[config.mk]
export PLATFORM = sky130hd
export DESIGN_NAME = wb_regfile
export DESIGN_NICKNAME = d
export VERILOG_FILES = /design/src/rtl/wb_regfile_pkg.sv /design/src/rtl/wb_regfile_scoreboard.sv /design/src/rtl/wb_regfile.sv
export SDC_FILE = /design/constraint.sdc
export NUM_CORES = 2
export LEC_CHECK = 0
export BUFFER_PORTS_ARGS = -buffer_cell sky130_fd_sc_hd__buf_2
export CELL_PAD_IN_SITES_DETAIL_PLACEMENT = 1
export CELL_PAD_IN_SITES_GLOBAL_PLACEMENT = 1
export CORE_AREA = 2 2 306 534
export CTS_BUF_LIST = sky130_fd_sc_hd__clkbuf_2
export DETAILED_ROUTE_END_ITERATION = 16
export DIE_AREA = 0 0 308 536
export HOLD_SLACK_MARGIN = 0.05
export PLACE_DENSITY_LB_ADDON = 0.1
export SYNTH_ARGS = -nofsm -noshare
export SYNTH_HDL_FRONTEND = slang
export SYNTH_SLANG_ARGS = --single-unit
[constraint.sdc]
create_clock -name clk -period 7.75 [get_ports clk]
set_clock_uncertainty 0.2 [all_clocks]
set_input_delay 0.3875 -clock clk [delete_from_list [all_inputs] [get_ports clk]]
set_output_delay 0.3875 -clock clk [all_outputs]
set_load 0.02 [all_outputs]
[src/rtl/wb_regfile_pkg.sv]
// Shared register-file constants and types for the MEM/WB and ID stages.
package wb_regfile_pkg;
    localparam int REG_NUM    = 32;
    localparam int REG_ADDR_W = $clog2(REG_NUM);
    localparam int WORD_W     = 32;
    localparam int PEND_W     = 2;

    localparam logic [REG_ADDR_W-1:0] ZERO_REG = '0;
    localparam logic [PEND_W-1:0]     PEND_MAX = '1;

    typedef logic [WORD_W-1:0]     word_t;
    typedef logic [REG_ADDR_W-1:0] reg_addr_t;
    typedef logic [PEND_W-1:0]     pend_cnt_t;
endpackage

[src/rtl/wb_regfile_scoreboard.sv]
// Pending-write scoreboard: one saturating counter per register, set at ID issue, cleared at WB.
// REGFILE_BYPASS_EN adds the single-pending flags the top uses to hide a retiring write.
module wb_scoreboard
    import wb_regfile_pkg::*;
(
    input  logic                  clk,
    input  logic                  rst,
    input  logic [REG_ADDR_W-1:0] wb_regDest,
    input  logic                  id_issue,
    input  logic [REG_ADDR_W-1:0] id_issueDest,
    input  logic [REG_ADDR_W-1:0] id_raddr1,
    input  logic [REG_ADDR_W-1:0] id_raddr2,
    output logic                  id_issueReady,
    output logic                  raw_busy1,
    output logic                  raw_busy2
`ifdef REGFILE_BYPASS_EN
    ,
    output logic                  last_pend1,
    output logic                  last_pend2
`endif
);
    pend_cnt_t          cnt_q [REG_NUM];
    pend_cnt_t          cnt_d [REG_NUM];
    logic [REG_NUM-1:0] inc_vec;
    logic [REG_NUM-1:0] dec_vec;

    always_comb begin
        id_issueReady = (id_issueDest == ZERO_REG) || (cnt_q[id_issueDest] != PEND_MAX);
    end

    always_comb begin
        inc_vec = '0;
        dec_vec = '0;
        if (id_issue && id_issueReady && id_issueDest != ZERO_REG)
            inc_vec[id_issueDest] = 1'b1;
        if (wb_regDest != ZERO_REG)
            dec_vec[wb_regDest] = 1'b1;
    end

    // A retirement with nothing pending is a protocol error; clamp instead of wrapping.
    always_comb begin
        for (int r = 0; r < REG_NUM; r++) begin
            cnt_d[r] = cnt_q[r];
            if (inc_vec[r] && !dec_vec[r])
                cnt_d[r] = cnt_q[r] + 1'b1;
            else if (!inc_vec[r] && dec_vec[r] && cnt_q[r] != '0)
                cnt_d[r] = cnt_q[r] - 1'b1;
        end
    end

    always_ff @(posedge clk) begin
        if (rst) begin
            for (int r = 0; r < REG_NUM; r++)
                cnt_q[r] <= '0;
        end else begin
            cnt_q <= cnt_d;
        end
    end

    always_ff @(posedge clk) begin
        if (!rst && wb_regDest != ZERO_REG)
            assert (cnt_q[wb_regDest] != '0);
    end

    always_comb begin
        raw_busy1 = (id_raddr1 != ZERO_REG) && (cnt_q[id_raddr1] != '0);
        raw_busy2 = (id_raddr2 != ZERO_REG) && (cnt_q[id_raddr2] != '0);
    end

`ifdef REGFILE_BYPASS_EN
    always_comb begin
        last_pend1 = (cnt_q[id_raddr1] == pend_cnt_t'(1));
        last_pend2 = (cnt_q[id_raddr2] == pend_cnt_t'(1));
    end
`endif
endmodule

[src/rtl/wb_regfile.sv]
// Architectural register file at the WB end: one write, two combinational reads, RAW scoreboard.
// Define REGFILE_BYPASS_EN for write-first bypass of a same-cycle writeback to the read ports.
module wb_regfile
    import wb_regfile_pkg::*;
(
    input  logic                  clk,
    input  logic                  rst,
    input  logic [REG_ADDR_W-1:0] wb_regDest,
    input  logic [WORD_W-1:0]     wb_result,
    input  logic [REG_ADDR_W-1:0] id_raddr1,
    input  logic [REG_ADDR_W-1:0] id_raddr2,
    output logic [WORD_W-1:0]     id_rdata1,
    output logic [WORD_W-1:0]     id_rdata2,
    output logic                  id_busy1,
    output logic                  id_busy2,
    input  logic                  id_issue,
    input  logic [REG_ADDR_W-1:0] id_issueDest,
    output logic                  id_issueReady
);
    word_t regs_q [REG_NUM];
    word_t regs_d [REG_NUM];
    word_t stored1;
    word_t stored2;
    logic  raw_busy1;
    logic  raw_busy2;

    always_comb begin
        regs_d = regs_q;
        if (wb_regDest != ZERO_REG)
            regs_d[wb_regDest] = wb_result;
    end

    always_ff @(posedge clk) begin
        if (rst) begin
            for (int r = 0; r < REG_NUM; r++)
                regs_q[r] <= '0;
        end else begin
            regs_q <= regs_d;
        end
    end

    always_comb begin
        stored1 = (id_raddr1 == ZERO_REG) ? '0 : regs_q[id_raddr1];
        stored2 = (id_raddr2 == ZERO_REG) ? '0 : regs_q[id_raddr2];
    end

`ifdef REGFILE_BYPASS_EN
    logic last_pend1;
    logic last_pend2;
    logic hit1;
    logic hit2;

    wb_scoreboard u_sb (
        .clk           (clk),
        .rst           (rst),
        .wb_regDest    (wb_regDest),
        .id_issue      (id_issue),
        .id_issueDest  (id_issueDest),
        .id_raddr1     (id_raddr1),
        .id_raddr2     (id_raddr2),
        .id_issueReady (id_issueReady),
        .raw_busy1     (raw_busy1),
        .raw_busy2     (raw_busy2),
        .last_pend1    (last_pend1),
        .last_pend2    (last_pend2)
    );

    // The retiring write is visible now; busy only if another write is still behind it.
    always_comb begin
        hit1      = (wb_regDest != ZERO_REG) && (wb_regDest == id_raddr1);
        hit2      = (wb_regDest != ZERO_REG) && (wb_regDest == id_raddr2);
        id_rdata1 = hit1 ? wb_result : stored1;
        id_rdata2 = hit2 ? wb_result : stored2;
        id_busy1  = raw_busy1 && !(hit1 && last_pend1);
        id_busy2  = raw_busy2 && !(hit2 && last_pend2);
    end
`else
    wb_scoreboard u_sb (
        .clk           (clk),
        .rst           (rst),
        .wb_regDest    (wb_regDest),
        .id_issue      (id_issue),
        .id_issueDest  (id_issueDest),
        .id_raddr1     (id_raddr1),
        .id_raddr2     (id_raddr2),
        .id_issueReady (id_issueReady),
        .raw_busy1     (raw_busy1),
        .raw_busy2     (raw_busy2)
    );

    always_comb begin
        id_rdata1 = stored1;
        id_rdata2 = stored2;
        id_busy1  = raw_busy1;
        id_busy2  = raw_busy2;
    end
`endif
endmodule

==> reports/metrics.yaml <==
status: "completed"
cp_num_buf_inv: 1
drt_first_pass_iters: 7
ioPinCount: 122
grt_max_degree: 181
grt.total_usage: 0.332
syn_inst: 6214
max_freq_mhz: 174
vdd_drop_max_v: 0.0000870
power.density_nw_per_um2: 179
synth_warnings: 0
syn_area_um2: 55900
area_growth_syn_to_layout_pct: 12.1
clock_sink_count: 1088
slew_headroom: 0.188
vias: 52000
grt_overflow_total: 0
r2r_start: "u_sb.cnt_q[16]"
timing.final.max_slew_violations: 0
min_from: "wb_result[24]"
syn_avg_cell_area_um2: 8.99
ys_seq_elements: 1088
die_h_um: 536
clockRootBuffer: "clkbuf_2"
place_hpwl_um: 141000
cts_buffer_depth: 4
cp_slowest_stage_delay_ps: 850
cp_slowest_cell: "or2_2"
synth_common_cells: "nand2_1, dfxtp_1, a21oi_1"
hp-class: "in -> reg"
min_period_ps: 5730
period_share: 0.739
path_delay_family: "compound AO/OA/AOI/OAI gates"
grt_pass1_wl_um: 393000
drv_cap: 0
worstPathMaxFanout: 34
antenna_found_initial: 13
rsz0062_at_grt: "no"
yosys.area.top_type: "dfxtp_1"
cp-start-kind: "flop"
synth_cell_types: 54
hold_end: "regs_q[984]"
syn_nets: 6269
drive_gt1_frac: 0.213
clk_transition_reported_paths_ps: 120
die_w_um: 308
path_class: "reg -> out"
via_per_inst: 6.10
ys_seq_area_frac: 0.390
hold-path-cell-count: 6
r2r_setup_slack_ps: 2570
fillers: 18700
crit_path_end_kind: "primary output"
nets: 6324
drtIter0Drc: 4299
p_leak_nw: 20.9
post-synth-top-count-cell: "nand2_1"
numCtsBuffers: 287
cts_tree: "built"
core-area_um2: 161000
worst_ep_arrival_time_ps: 5140
crit_chain: "mux4_2 -> a22o_1 -> a2111oi_2 -> a2bb2oi_4 -> or2_2 -> a21o_1 -> buf_2"
cts_resized: 0
setup_viol: 0
hold-worst-slack_ps: 213
wl_per_cell_um: 32.5
holdBufCountCts: 178
fp.dieArea_um2: 165000
drc: 0
synth_top_area_frac: 0.390
synth_ff_type: "dfxtp_1"
r2r-end: "u_sb.cnt_q[56]"
ant_nets: 0
start_util: 0.347
insertion_delay_ps: 1510
cts_setup_buffers: 0
wl_um: 277000
port_buffers: 121
synthArstFlopShare: 0
reg2regPathDepth: 9
critPathLaunch: "u_sb.cnt_q[16]"
tns_ps: 0
hold_viol: 0
ys_top_cells_by_area: "dfxtp_1, mux4_2, nand2_1, a21oi_1, clkbuf_1"
cts_max_level: 5
globalplace.congestion: 0.803
worstMarginPinSlew_ps: 1220
critical_path_required_ps: 7160
synth_edf_count: 0
rows: 195
grt_pass1_vias: 53700
-- tightest hold or removal path, stage by stage --
cell and delay [ps]:
dlygate4sd3_1 530, dlygate4sd3_1 550, buf_2 140, buf_12 160, nand2_1 70, a21oi_1 50
-- report_power, final --
group,internal (W),leakage (nW),switching [W]
registers,0.00566,8.78,0.0000514
clock network,0.00156,1.89,0.00264
logic,0.000400,10.2,0.000876
total,0.00762,20.9,0.00357
-- routing by layer --
metal,track usage,share of wire,vias up
met5,0,0.00011,-
met4,0.164,0.055,6
met3,0.0481,0.061,696
met2,0.572,0.50,2025
met1,0.403,0.39,27100
li1,-,-,22200
-- area by class of cell --
class	count	area, µm²	area share
clock inverter	44	309	0.00494
tap	2068	2590	0.0413
multi-input combinational	4496	32100	0.513
sequential	1088	21800	0.348
clock buffer	415	2080	0.0332
timing repair buffer	396	3680	0.0588
antenna	12	30.0	0.000480
-- through the flow --
stage          area (µm²)  worst slack, ps  std cells  power [W]  utilization
4_1_cts             62600             1960       8507     0.0113        0.389
5_1_grt             62600             1860       8514     0.0116        0.389
2_1_floorplan       55900             4310       6214    0.00653            -
6_report            62600             2020       8519     0.0112        0.389
3_3_place_gp        58100             2920       7870    0.00700        0.361
3_5_place_dp        58100             2860       7870    0.00701        0.361
-- flip-flops by register name, indices dropped and copies added, names as in the netlist --
| name | count |
|---|---|
| regs_q | 1024 |
| u_sb.cnt_q | 64 |
-- how the worst max path moves through the flow --
stage                          to  slack [ps]  cells past startpoint
finish              id_issueReady        2020                      7
global route        id_issueReady        1860                      7
CTS                 id_issueReady        1960                      7
detailed placement  id_issueReady        2860                      8
global placement    id_issueReady        2920                      8
floorplan                id_busy1        4310                      7
-- cells in the final DEF (no fill, tap or decap), drive strengths merged, types with 20 or more instances in the layout --
master and n:
nor2 152, buf 251, o21ai 29, a21boi 29
or3 34, nor4 32, a21oi 1019, o221ai 25
clkinv 31, dlygate4sd3 145, dfxtp 1088, nor3 56
mux2 51, a31oi 28, o22ai 33, mux4 559
clkbuf 415, nand2 2030, nor2b 42, xnor2 30
mux2i 151, nand3 36, a211oi 20, a221oi 58
-- cell families after synthesis --
kind of cell	count (synthesis)	synth area share
AND/OR/NAND/NOR	2424	0.172
AO/OA/AOI/OAI	1281	0.127
flip-flops	1088	0.390
multiplexers	761	0.263
buffers and inverters	630	0.0435
XOR/XNOR	30	0.00470
(Power assumes the default switching activity.)
